### src/rtl/vga_pkg.sv
// Shared constants, key-FSM encoding and sprite position payload for the
// VGA sprite overlay.
package vga_pkg;

  localparam int unsigned SCREEN_W    = 640;
  localparam int unsigned SCREEN_H    = 480;
  localparam int unsigned SPRITE_DIM  = 50;
  localparam int unsigned STEP        = 1;
  localparam int unsigned HOLD_FRAMES = 8;
  localparam int unsigned FIRST_GLYPH = 33;
  localparam int unsigned GLYPH_COUNT = 94;

  localparam logic [7:0]  PS2_BREAK   = 8'hF0;

  localparam int unsigned X_W     = 10;
  localparam int unsigned Y_W     = 9;
  localparam int unsigned GLYPH_W = 7;
  localparam int unsigned POS_W   = 11;
  localparam int unsigned HOLD_W  = 4;

  localparam int unsigned X_MAX = SCREEN_W - SPRITE_DIM;
  localparam int unsigned Y_MAX = SCREEN_H - SPRITE_DIM;
  localparam int unsigned X_RST = X_MAX / 2;
  localparam int unsigned Y_RST = Y_MAX / 2;

  typedef enum logic [1:0] {
    K_IDLE  = 2'd0,
    K_BREAK = 2'd1,
    K_PEND  = 2'd2
  } key_state_t;

  typedef struct packed {
    logic [X_W-1:0] x;
    logic [Y_W-1:0] y;
  } sprite_pos_t;

endpackage

### src/rtl/ps2_key_filter.sv
// PS/2 byte filter: drops break sequences and out-of-range codes, and holds
// one glyph until a frame boundary takes it.
// Ports:
//   clk, rst_n          clock, async active-low reset
//   frame_i             frame-boundary edge cycle
//   key_valid_i         received byte strobe
//   key_code_i          received byte
//   key_ready_o         a new byte can be accepted
//   pend_valid_o        a glyph is waiting for the next frame
//   pend_glyph_o        waiting glyph number
module ps2_key_filter
  import vga_pkg::*;
(
  input  logic               clk,
  input  logic               rst_n,
  input  logic               frame_i,
  input  logic               key_valid_i,
  input  logic [7:0]         key_code_i,
  output logic               key_ready_o,
  output logic               pend_valid_o,
  output logic [GLYPH_W-1:0] pend_glyph_o
);

  key_state_t         state_q;
  logic               ready_q;
  logic               pend_q;
  logic [GLYPH_W-1:0] glyph_q;
  logic               accept;
  logic               in_range;

  assign accept   = key_valid_i & ready_q;
  assign in_range = (key_code_i >= 8'(FIRST_GLYPH)) &&
                    (key_code_i <= 8'(FIRST_GLYPH + GLYPH_COUNT - 1));

  // Key FSM; K_PEND waits one extra cycle after the frame takes the glyph so
  // key_ready comes back two cycles after the frame edge.
  always_ff @(posedge clk or negedge rst_n) begin
    if (!rst_n) begin
      state_q <= K_IDLE;
      ready_q <= 1'b1;
      pend_q  <= 1'b0;
      glyph_q <= '0;
    end else begin
      case (state_q)
        K_IDLE: begin
          if (accept) begin
            if (key_code_i == PS2_BREAK) begin
              state_q <= K_BREAK;
            end else if (in_range) begin
              state_q <= K_PEND;
              ready_q <= 1'b0;
              pend_q  <= 1'b1;
              glyph_q <= GLYPH_W'(key_code_i - 8'(FIRST_GLYPH));
            end
          end
        end
        K_BREAK: begin
          if (accept) state_q <= K_IDLE;
        end
        K_PEND: begin
          if (!pend_q) begin
            state_q <= K_IDLE;
            ready_q <= 1'b1;
          end else if (frame_i) begin
            pend_q <= 1'b0;
          end
        end
        default: begin
          state_q <= K_IDLE;
          ready_q <= 1'b1;
          pend_q  <= 1'b0;
        end
      endcase
    end
  end

  assign key_ready_o  = ready_q;
  assign pend_valid_o = pend_q;
  assign pend_glyph_o = glyph_q;

endmodule

### src/rtl/sprite_frame_scheduler.sv
// Sprite position and glyph owner for the VGA overlay: gathers button and
// PS/2 requests and applies them as one atomic update per frame edge.
// Ports:
//   clk, reset              clock, async active-low reset
//   screenEnd               frame-boundary strobe (may be high several cycles)
//   btn_up/down/left/right  raw async buttons
//   key_valid, key_code     PS/2 byte strobe and data
//   key_ready               a new key byte can be accepted
//   sprite_x, sprite_y      committed sprite top-left corner
//   glyph_index, glyph_valid committed glyph and "any glyph committed"
//   commit                  one-cycle pulse on each frame update
// Build option: define SPRITE_WRAP_EN to wrap the position at the screen
// edges instead of clamping.
module sprite_frame_scheduler
  import vga_pkg::*;
(
  input  logic               clk,
  input  logic               reset,
  input  logic               screenEnd,
  input  logic               btn_up,
  input  logic               btn_down,
  input  logic               btn_left,
  input  logic               btn_right,
  input  logic               key_valid,
  input  logic [7:0]         key_code,
  output logic               key_ready,
  output logic [X_W-1:0]     sprite_x,
  output logic [Y_W-1:0]     sprite_y,
  output logic [GLYPH_W-1:0] glyph_index,
  output logic               glyph_valid,
  output logic               commit
);

  // One axis step: opposite requests cancel, then clamp or wrap to [0, lim].
  function automatic logic [POS_W-1:0] move_axis(
    input logic [POS_W-1:0] cur,
    input logic             dec,
    input logic             inc,
    input logic [POS_W-1:0] step,
    input logic [POS_W-1:0] lim
  );
    logic signed [POS_W-1:0] nxt;
    nxt = $signed(cur);
    if (dec && !inc)      nxt = $signed(cur) - $signed(step);
    else if (inc && !dec) nxt = $signed(cur) + $signed(step);
`ifdef SPRITE_WRAP_EN
    if (nxt < 0)                 nxt = $signed(lim);
    else if (nxt > $signed(lim)) nxt = '0;
`else
    if (nxt < 0)                 nxt = '0;
    else if (nxt > $signed(lim)) nxt = $signed(lim);
`endif
    return $unsigned(nxt);
  endfunction

  logic [3:0]         btn_meta_q;  // {up, down, left, right}
  logic [3:0]         btn_sync_q;
  logic               se_q;
  logic               frame_edge;
  sprite_pos_t        pos_q, pos_d;
  logic [HOLD_W-1:0]  hold_q, hold_d;
  logic [GLYPH_W-1:0] glyph_q;
  logic               glyph_valid_q;
  logic               commit_q;
  logic [POS_W-1:0]   step;
  logic [POS_W-1:0]   x_next, y_next;
  logic               pend_valid;
  logic [GLYPH_W-1:0] pend_glyph;

  // Button synchronisers and screenEnd edge history.
  always_ff @(posedge clk or negedge reset) begin
    if (!reset) begin
      btn_meta_q <= '0;
      btn_sync_q <= '0;
      se_q       <= 1'b0;
    end else begin
      btn_meta_q <= {btn_up, btn_down, btn_left, btn_right};
      btn_sync_q <= btn_meta_q;
      se_q       <= screenEnd;
    end
  end

  assign frame_edge = screenEnd & ~se_q;

  // Next position and hold count; step uses the count before this frame.
  always_comb begin
    step     = (hold_q == HOLD_W'(HOLD_FRAMES)) ? POS_W'(2 * STEP) : POS_W'(STEP);
    x_next   = move_axis(POS_W'(pos_q.x), btn_sync_q[1], btn_sync_q[0], step, POS_W'(X_MAX));
    y_next   = move_axis(POS_W'(pos_q.y), btn_sync_q[3], btn_sync_q[2], step, POS_W'(Y_MAX));
    pos_d.x  = X_W'(x_next);
    pos_d.y  = Y_W'(y_next);
    hold_d   = '0;
    if (|btn_sync_q) begin
      hold_d = (hold_q == HOLD_W'(HOLD_FRAMES)) ? hold_q : hold_q + HOLD_W'(1);
    end
  end

  // Commit registers: everything visible to the pixel path changes together.
  always_ff @(posedge clk or negedge reset) begin
    if (!reset) begin
      pos_q         <= '{x: X_W'(X_RST), y: Y_W'(Y_RST)};
      hold_q        <= '0;
      glyph_q       <= '0;
      glyph_valid_q <= 1'b0;
      commit_q      <= 1'b0;
    end else begin
      commit_q <= frame_edge;
      if (frame_edge) begin
        pos_q  <= pos_d;
        hold_q <= hold_d;
        if (pend_valid) begin
          glyph_q       <= pend_glyph;
          glyph_valid_q <= 1'b1;
        end
      end
    end
  end

  ps2_key_filter u_key_filter (
    .clk          (clk),
    .rst_n        (reset),
    .frame_i      (frame_edge),
    .key_valid_i  (key_valid),
    .key_code_i   (key_code),
    .key_ready_o  (key_ready),
    .pend_valid_o (pend_valid),
    .pend_glyph_o (pend_glyph)
  );

  assign sprite_x    = pos_q.x;
  assign sprite_y    = pos_q.y;
  assign glyph_index = glyph_q;
  assign glyph_valid = glyph_valid_q;
  assign commit      = commit_q;

endmodule

### config.mk
export PLATFORM = sky130hd
export DESIGN_NAME = sprite_frame_scheduler
export DESIGN_NICKNAME = d
export VERILOG_FILES = /design/src/rtl/vga_pkg.sv /design/src/rtl/ps2_key_filter.sv /design/src/rtl/sprite_frame_scheduler.sv
export SDC_FILE = /design/constraint.sdc
export NUM_CORES = 1
export LEC_CHECK = 0
export BUFFER_PORTS_ARGS = -buffer_cell sky130_fd_sc_hd__buf_4
export CAP_MARGIN = 20
export CORE_MARGIN = 2
export CORE_UTILIZATION = 55
export CTS_CLUSTER_SIZE = 12
export DETAILED_ROUTE_END_ITERATION = 7
export PLACE_DENSITY_LB_ADDON = 0.1
export SLEW_MARGIN = 15
export SYNTH_ARGS = -nofsm -noshare
export SYNTH_HDL_FRONTEND = slang
export SYNTH_SLANG_ARGS = --single-unit
### constraint.sdc
create_clock -name clk -period 4.7 [get_ports clk]
set_input_delay 0.47 -clock clk [delete_from_list [all_inputs] [get_ports clk]]
set_output_delay 0.47 -clock clk [all_outputs]
set_load 0.005 [all_outputs]
Yosys cells after proc, flatten, opt, wreduce, memory -nomap -nowiden --
Cells that the tools add are included.
Word-level totals: register bits after elaboration 52
Cells by class: $add $sub $neg 6, $lt $le $gt $ge 6, equality and inequality tests 11, mux-type cells 28, bitwise gates (word level) 5, reduce and logical (&&, ||, !) cells 17
Operator list (number):
- $mux W11 | 3
- $mux W10 | 3
- $lt A11 B1 Y1 const B | 2
- $mux W9 | 2
- $mux W2 | 6
- $reduce_and A4 Y1 | 3
- $add A10 B2 Y11 | 1
- $gt A11 B10 Y1 const B | 1
- $gt A11 B11 Y1 const B | 1
- $sub A10 B2 Y11 | 1
- $add A9 B2 Y10 | 1
- $sub A9 B2 Y10 | 1
- $mux W1 | 9
- $eq A8 B8 Y1 const B | 1
- $ge A8 B6 Y1 const B | 1
- $le A8 B7 Y1 const B | 1
- $mux W4 | 2
- $sub A7 B6 Y7 const B | 1
- $ne A2 B1 Y1 const B | 3
- $ne A2 B2 Y1 const B | 3
- $pmux W1 S3 | 2
- $pmux W2 S3 | 1
- $logic_and A1 B1 Y1 | 5
- $reduce_and A5 Y1 | 1
- other kinds (11) | 18

Logic depth before layout (Yosys ltp) --
Gate-level depths: netlist of run 1.
depth after elaboration 8, mapped depth 14, mapped depth without buffers 14

Cells and area by module --
From an unflattened synthesis of run 1, not the netlist that was laid out.
Unflattened totals: cell total of the unflattened synthesis 344, area total of the unflattened synthesis 3437.0 um^2
Modules (own cells, without submodules):
- sprite_frame_scheduler | times used 1, cells an instance 288, area an instance 2800.2 um^2, seq. area each 1039.7 um^2
- ps2_key_filter | times used 1, cells an instance 56, area an instance 636.9 um^2, seq. area each 276.5 um^2

Least setup slack after synthesis of run 1 --
OpenSTA, ideal clock, no wires.
path type reg-to-reg, from register hold_q[0], to register pos_q, in the netlist sprite_y[3], library setup time 144 ps, arrival time 3016 ps, data required time 4556 ps, setup slack 1541 ps, cell stages (with the launch flop) 14, clock period less this slack 3159 ps, path through dfrtp_1 > inv_1 > ha_1 > nand3b_1 > ha_1 > fa_1 > and3b_1 > or3_1 > nand4_1 > nor4bb_1 > o311a_1 > a21o_1 > a21oi_1 > o21ai_0
On the way: cells in the longest elaborated chain, start to end 8, elaborated cells between the ends (all ways) 10
RTL lines:
- start: declaration | RTL line sprite_frame_scheduler.sv:61 | logic [HOLD_W-1:0] hold_q, hold_d;
- start signal: assignment | RTL line sprite_frame_scheduler.sv:110 | hold_q <= hold_d;
- $eq A4 B4 Y1 * | RTL line sprite_frame_scheduler.sv:87 | step = (hold_q == HOLD_W'(HOLD_FRAMES)) ? POS_W'(2 * STEP) : POS_W'(STEP);
- $mux W2 * | RTL line sprite_frame_scheduler.sv:87
- $add A9 B2 Y10 | RTL line sprite_frame_scheduler.sv:45 | else if (inc && !dec) nxt = $signed(cur) + $signed(step);
- $mux W10 | RTL line sprite_frame_scheduler.sv:45
- $mux W11 * | RTL line sprite_frame_scheduler.sv:44 | if (dec && !inc) nxt = $signed(cur) - $signed(step);
- $gt A11 B10 Y1 | RTL line sprite_frame_scheduler.sv:51 | else if (nxt > $signed(lim)) nxt = $signed(lim);
- $mux W9 | RTL line sprite_frame_scheduler.sv:51
- $mux W9 * | RTL line sprite_frame_scheduler.sv:50 | if (nxt < 0) nxt = '0;
- end signal: assignment | RTL line sprite_frame_scheduler.sv:101 | pos_q <= '{x: X_W'(X_RST), y: Y_W'(Y_RST)};
- end signal: assignment | RTL line sprite_frame_scheduler.sv:109 | pos_q <= pos_d;
- end: declaration | RTL line sprite_frame_scheduler.sv:60 | sprite_pos_t pos_q, pos_d;
Every way passes the cells marked *; elsewhere a longest branch is shown, timed or not. A chain may end at the register's enable or synchronous reset.

Worst setup path after layout of run 1 --
from register hold_q[0], to register pos_q, in the netlist sprite_x[4]
On the way: cells in the longest elaborated chain, start to end 8, elaborated cells between the ends (all ways) 10
RTL lines (RTL line):
- $eq A4 B4 Y1 * | sprite_frame_scheduler.sv:87
- $mux W2 * | sprite_frame_scheduler.sv:87
- $add A10 B2 Y11 | sprite_frame_scheduler.sv:45
- $mux W11 | sprite_frame_scheduler.sv:45
- $mux W11 * | sprite_frame_scheduler.sv:44
- $gt A11 B11 Y1 | sprite_frame_scheduler.sv:51
- $mux W10 | sprite_frame_scheduler.sv:51
- $mux W10 * | sprite_frame_scheduler.sv:50
Marks and branches as above.

==> run summary, run 1 <==
Vias per inst: 5.93
Total track usage: 22.5%
Synth Instances: 337
Max frequency: 263 MHz
Crit Path Category: register to register
CP Max Fanout: 14
Initial antenna violation count: 0
Routed wire length: 6.74 mm
Final setup fails: 0
Min-delay worst type: primary input to asynchronous set/reset pin
Final Hold Viols: 0
Synth Flop Type: dfrtp_1
IO Port Bufs: 44
Mapped cell area: 3240 sq um
Drt first-iter violations: 128
Core box area: 5610 sq um
Worst hold slack: 178 ps
Synth Warn #: 0
Final Cell Area: 3730 sq um
Synthesis-to-finish area growth: 15.0%
Placed wire-length estimate: 4.91 mm
Synth async-reset ratio: 100%
Mean post-synth cell area: 9.62 sq um
Max_slew headroom: 40.7%
Num rows: 27
WP data arrival: 4030 ps
Distinct cell type count after synthesis: 58
Num CTS Buffers: 5
Final Cycle Share: 80.8%
Fin crit period: 3800 ps
CTS tree: built
Fill cells: 462
Setup TNS: 0 ps
Startpoint class of the critical path: register
Syn_nets: 371
Grt ovf: 0
DR DRC count: 0
H-tree levels: 2
Flops & latches, synth: 52
EDFF count, synth: 0
Ratio of cells with drive above 1 in the final layout: 21.9%
N_diodes: 0
Slew Viols, Final: 0
Placer Congestion: 0.897
Worst-Margin Slew: 890 ps
Clock Latency Late Sink: 310 ps
# clock sinks: 52
R2R setup slack: 900 ps
Total power: 1.58 mW
Routed Antenna Nets: 0
Post-placement cell area: 3610 sq um
DR WL/cell: 14.9 um
Max cap viols: 0
First-pass GRT wire length: 11.5 mm
Die X: 80.8 um
Leak: 1.74 nW
Setup ws final: 904 ps
Root buffer cell: clkbuf_8
Seq/Total Area, Yosys: 40.6%
Peak supply drop: 0.236 mV
Die footprint: 6520 sq um
Routed via count: 2675
Longest Clk Path Bufs: 2
Clock Pin Slew Worst Setup and Hold Paths: 90 ps
Largest net degree at the start of global routing: 53
Vias in the first global route: 2580
First-pass DRT Iterations: 4
Number of post-CTS setup repair buffers: 0
Crit end category: register
Final nets: 412
Worst Path Required: 4930 ps
CTS-repair resized insts: 0
Area of the multi-input gates: 1810 sq um
Clk_skew: 6.28 ps
Number of top-level pins: 45
Seq. cell area: 1320 sq um
Die height: 80.8 um
Run status: completed
RSZ-0062 raised after global routing: false
Hold bufs inserted after CTS: 0
Pwr dens: 424 nW/um^2
Initial core utilization: 57.8%
Post-place setup slack: 965 ps
stage by stage:
step,std cells,utilization (%)
2_1_floorplan,337,-
3_3_place_gp,443,64.4
3_5_place_dp,443,64.4
4_1_cts,451,66.5
5_1_grt,451,66.5
6_report,451,66.5
cell usage in the layout, fill, tap and decap left out, types with 3 or more instances in the layout:
master,count
a21oi_1,13
nand3b_1,3
o21ai_0,28
a211oi_1,3
o21ai_1,6
o31ai_1,4
nor3_1,9
nor2b_1,6
fa_1,4
nand3_1,9
clkbuf_8,5
mux2i_1,5
xnor2_1,9
nand4_1,5
nor4_1,3
nor2_1,21
and3b_1,3
dfrtp_1,40
xor2_1,6
mux2_2,10
inv_1,16
buf_4,44
nand2b_1,8
nor3b_1,4
dfstp_2,12
ha_1,14
nand2_1,27
a31oi_1,9
a22o_1,3
or3_1,6
a21o_1,3
and3_1,4
cell families (layout without fill, tap and decap cells):
| group | count (synthesis) | in the layout | share of synthesized area, % |
|---|---|---|---|
| and+or+nand+nor | 116 | 116 | 19.1 |
| AOI/OAI and AO/OA | 93 | 93 | 19.3 |
| DFF | 52 | 52 | 40.6 |
| buffers and inverters | 27 | 69 | 3.47 |
| adders and majority gates | 18 | 18 | 7.87 |
| xor gates and xnor gates | 16 | 16 | 4.55 |
| muxes | 15 | 15 | 5.02 |
worst paths after layout:
kind                                    startpoint                       to  cells after the start
min in group clk                         btn_right  btn_meta_q[0]$_DFF_PN0_                      1
max in group asynchronous                    reset  sprite_y[3]$_DFFE_PN0P_                      1
min reg2reg                btn_meta_q[3]$_DFF_PN0_  btn_sync_q[3]$_DFF_PN0_                      0
max                          hold_q[0]$_DFFE_PN0P_  sprite_x[4]$_DFFE_PN0P_                     12
max reg2reg                  hold_q[0]$_DFFE_PN0P_  sprite_x[4]$_DFFE_PN0P_                     12
min                                          reset  sprite_x[4]$_DFFE_PN0P_                      1
routing by layer:
layer,wire length (um),GRT usage (%),part of all wire [%]
met1,3050,29.4,45
met2,3340,38.7,50
met3,266,4.00,3.9
met4,80,5.93,1.2
met5,0,0,0
cell usage after synthesis, types with 2 or more instances:
library cell   n  area share (%)
ha_1          14             5.4
nand4_1        5            0.96
a21oi_1       13             2.0
dfrtp_1       40              31
o2111ai_1      2            0.54
and3_1         4            0.77
nor2b_1        6             1.2
nor4_1         3            0.58
o21ai_1        6            0.93
nor4b_1        2            0.54
nand2b_1       8             1.5
nand2_1       27             3.1
and3b_1        3            0.81
o41ai_1        2            0.54
dfstp_2       12             9.7
a31oi_1        9             1.7
o21a_1         2            0.46
o31ai_1        4            0.93
or3_1          6             1.2
mux2_2        10             3.5
xor2_1         6             1.6
nand3_1        9             1.4
a21o_1         3            0.69
or2_2          2            0.39
o21ai_0       28             4.3
mux2i_1        5             1.5
a211oi_1       3            0.69
xnor2_1        9             2.4
nor3b_1        4            0.93
o211ai_1       2            0.46
o221ai_1       2            0.54
o211a_1        2            0.62
o31ai_2        2            0.77
a22o_1         3            0.81
nor3_1         9             1.4
nand3b_1       3            0.69
fa_1           4             2.5
nor2_1        21             2.4
clkbuf_1       8            0.93
inv_1         16             1.9
critical path, stage by stage, from the launching register on:
cell	delay, ps
dfrtp_1	430
inv_1	60
ha_1	190
nand3b_1	430
inv_1	290
ha_1	270
o2111ai_1	550
nand2_1	210
xor2_1	180
o31a_1	280
o31ai_2	520
a21oi_1	140
o21ai_1	160
registers in the layout (all words and copies together) (netlist names):
| signal | flops |
|---|---|
| u_key_filter.key_ready_o | 1 |
| btn_sync_q | 4 |
| u_key_filter.pend_glyph_o | 7 |
| glyph_valid | 1 |
| glyph_index | 7 |
| u_key_filter.state_q | 2 |
| hold_q | 4 |
| se_q | 1 |
| btn_meta_q | 4 |
| u_key_filter.pend_valid_o | 1 |
| sprite_x | 10 |
| sprite_y | 9 |
| commit | 1 |
layout make-up:
cell class                      count  area share (%)
Clock inverter                      3            1.24
Clock buffer                        5            1.85
Tap cell                           72            2.42
Timing Repair Buffer               44            8.86
Sequential cell                    52            35.3
Inverter                           17            1.71
Multi-Input combinational cell    258            48.6
report_power, final:
group	switching [mW]	internal [mW]	leakage, nW
Sequential	0.144	0.553	0.652
Combinational	0.287	0.281	1.03
Clock	0.153	0.162	0.0600
(Power assumes the default switching activity.)
==> inputs of run 2 (changes only) <==
clock period = 3.9 ns   (was 4.7 ns; I/O delays follow)
==> run 2 against run 1 <==
Global-route usage rose by 0.72 points. Non-clock buffer count rose by 3. Combinational power rose by 23%. Sequential share of layout area fell by 0.18 points. Wire length rose by 3.8%. Maximum frequency rose by 8.8%. Design area rose by 0.50%. Critical path depth rose by 1. Critical path type unchanged.
==> run summary, run 2 (same netlist as run 1, synthesis figures left out) <==
DR DRC count: 0 (unchanged)
Slew Viols, Final: 0 (unchanged)
CTS tree: built
RSZ-0062 raised after global routing: false
Root buffer cell: clkbuf_8
Routed Antenna Nets: 0 (unchanged)
Worst hold slack: 91.0 ps (-86.9 ps)
Clk_skew: 7.94 ps (+1.65 ps)
Final nets: 415 (+0.73%)
Most frequent cells in the layout: buf_4 (47), dfrtp_1 (40), o21ai_0 (28)
First-pass GRT wire length: 11.9 mm (+3.5%)
Most common cell after layout, fill and taps aside: buf_4
Die footprint: 6520 sq um (unchanged)
Buf/Inv on CP: 1 (-1)
N_diodes: 0 (unchanged)
# clock sinks: 52 (unchanged)
Run status: completed
Family with the most delay on the worst path: compound AO/OA/AOI/OAI gates
Number of top-level pins: 45 (unchanged)
Max reg flops: 10 (unchanged)
Critical-path cell list: inv_1 > ha_1 > nand3b_1 > ha_1 > fa_1 > and3_1 > and3_1 > a31oi_1 > xnor2_1 > nand2_1 > o31ai_2 > o211ai_1 > o21ai_1
H-tree levels: 2 (unchanged)
Worst-Margin Slew: 733 ps (-157 ps)
Die X: 80.8 um (unchanged)
Min-delay worst type: primary input to asynchronous set/reset pin
Longest Clk Path Bufs: 2 (unchanged)
Total track usage: 23.2% (+0.72 points)
Total power: 1.92 mW (+22%)
Routed wire length: 7.00 mm (+3.8%)
IO Port Bufs: 44 (unchanged)
Worst Path Required: 4130 ps (-800 ps)
Final Cycle Share: 89.5% (+8.7 points)
Grt ovf: 0 (unchanged)
Max frequency: 287 MHz (+8.8%)
Num rows: 27 (unchanged)
Die height: 80.8 um (unchanged)
Initial core utilization: 57.8% (unchanged)
Crit Path Category: register to register
Hold bufs inserted after CTS: 0 (unchanged)
Final setup fails: 0 (unchanged)
Ratio of cells with drive above 1 in the final layout: 22.3% (+0.35 points)
Initial antenna violation count: 0 (unchanged)
Crit end category: register
Startpoint class of the critical path: register
CP max stage delay: 450 ps (-100 ps)
Leak: 1.75 nW (+0.51%)
Setup TNS: 0 ps (unchanged)
WP data arrival: 3720 ps (-310 ps)
Fill cells: 460 (-0.43%)
Core box area: 5610 sq um (unchanged)
First-pass DRT Iterations: 4 (unchanged)
Placed wire-length estimate: 5.13 mm (+4.5%)
CP max-delay cell: o31ai_2
Vias in the first global route: 2566 (-0.54%)
Drt first-iter violations: 66 (-48%)
Pwr dens: 514 nW/um^2 (+21%)
CP Max Fanout: 9 (-5)
Routed via count: 2693 (+0.67%)
Final Hold Viols: 0 (unchanged)
Max cap viols: 0 (unchanged)
Clock Latency Late Sink: 310 ps (about the same)
Synthesis-to-finish area growth: 15.6%
DR WL/cell: 15.4 um (+3.2%)
Clock Pin Slew Worst Setup and Hold Paths: 100 ps (about the same)
Fin crit period: 3490 ps (-307 ps)
Largest net degree at the start of global routing: 53 (unchanged)
Num CTS Buffers: 5 (unchanged)
CTS-repair resized insts: 0 (unchanged)
Vias per inst: 5.93 (about the same)
Placer Congestion: 0.848 (-5.5%)
Number of post-CTS setup repair buffers: 0 (unchanged)
Peak supply drop: 0.297 mV (+26%)
Max_slew headroom: 50.9% (+10 points)
run 2: cell types whose count changed in the layout (fill, tap and decap cells not counted), sizes merged:
cell and change:
buf +3, clkbuf +1, clkinv -1
run 2: cell type report:
cell class	count	area, sq um	share of cell area (%)
multi-input combinational	258	1810	48.4
sequential	52	1320	35.1
timing repair buffer	47	353	9.42
tap	72	90.1	2.40
clock buffer	6	72.6	1.94
inverter	17	63.8	1.70
clock inverter	2	38.8	1.04
run 2: worst register-to-register path, delay by kind of cell (launching register included):
kind                     cells  cell delay (ps)
adder cells (fa/ha/maj)      3              900
AND/OR/NAND/NOR              4              800
flip-flops                   1              440
buffers and inverters        1               80
XOR/XNOR                     1              160
AO/OA/AOI/OAI                4             1030
run 2: path summary, 6_finish.rpt:
| kind | startpoint | endpoint | slack [ps] | depth (start not counted) |
|---|---|---|---|---|
| worst min-delay path | reset | sprite_x[3]$_DFFE_PN0P_ | 90 | 1 |
| max in group asynchronous | reset | sprite_y[8]$_DFFE_PN0P_ | 3360 | 1 |
| worst max register to register | hold_q[0]$_DFFE_PN0P_ | sprite_x[0]$_DFFE_PN1P_ | 410 | 13 |
| worst max-delay path | hold_q[0]$_DFFE_PN0P_ | sprite_x[0]$_DFFE_PN1P_ | 410 | 13 |
| min in group clk | btn_down | btn_meta_q[2]$_DFF_PN0_ | 180 | 1 |
| worst min register to register | btn_meta_q[0]$_DFF_PN0_ | btn_sync_q[0]$_DFF_PN0_ | 350 | 0 |
run 2: metrics by stage:
| stage | setup slack [ps] | cells | utilization (%) | cell area, sq um |
|---|---|---|---|---|
| after CTS | 434 | 454 | 66.8 | 3750 |
| after floorplan | 741 | 337 | - | 3240 |
| final | 411 | 454 | 66.8 | 3750 |
| after detailed placement | 443 | 446 | 64.8 | 3640 |
| after global placement | 577 | 446 | 64.8 | 3640 |
| after global routing | 93.9 | 454 | 66.8 | 3750 |
run 2: metal layers:
layer,wire length [um],global-route usage [%]
met5,0,0
met4,74,6.78
met3,263,4.22
met2,3550,39.8
met1,3110,30.2
run 2: power by group:
group / leakage, nW / total [mW] / switching (mW) / internal (mW)
clock network: 0.0558 / 0.379 / 0.185 / 0.194
logic: 1.04 / 0.700 / 0.357 / 0.343
registers: 0.652 / 0.846 / 0.180 / 0.666
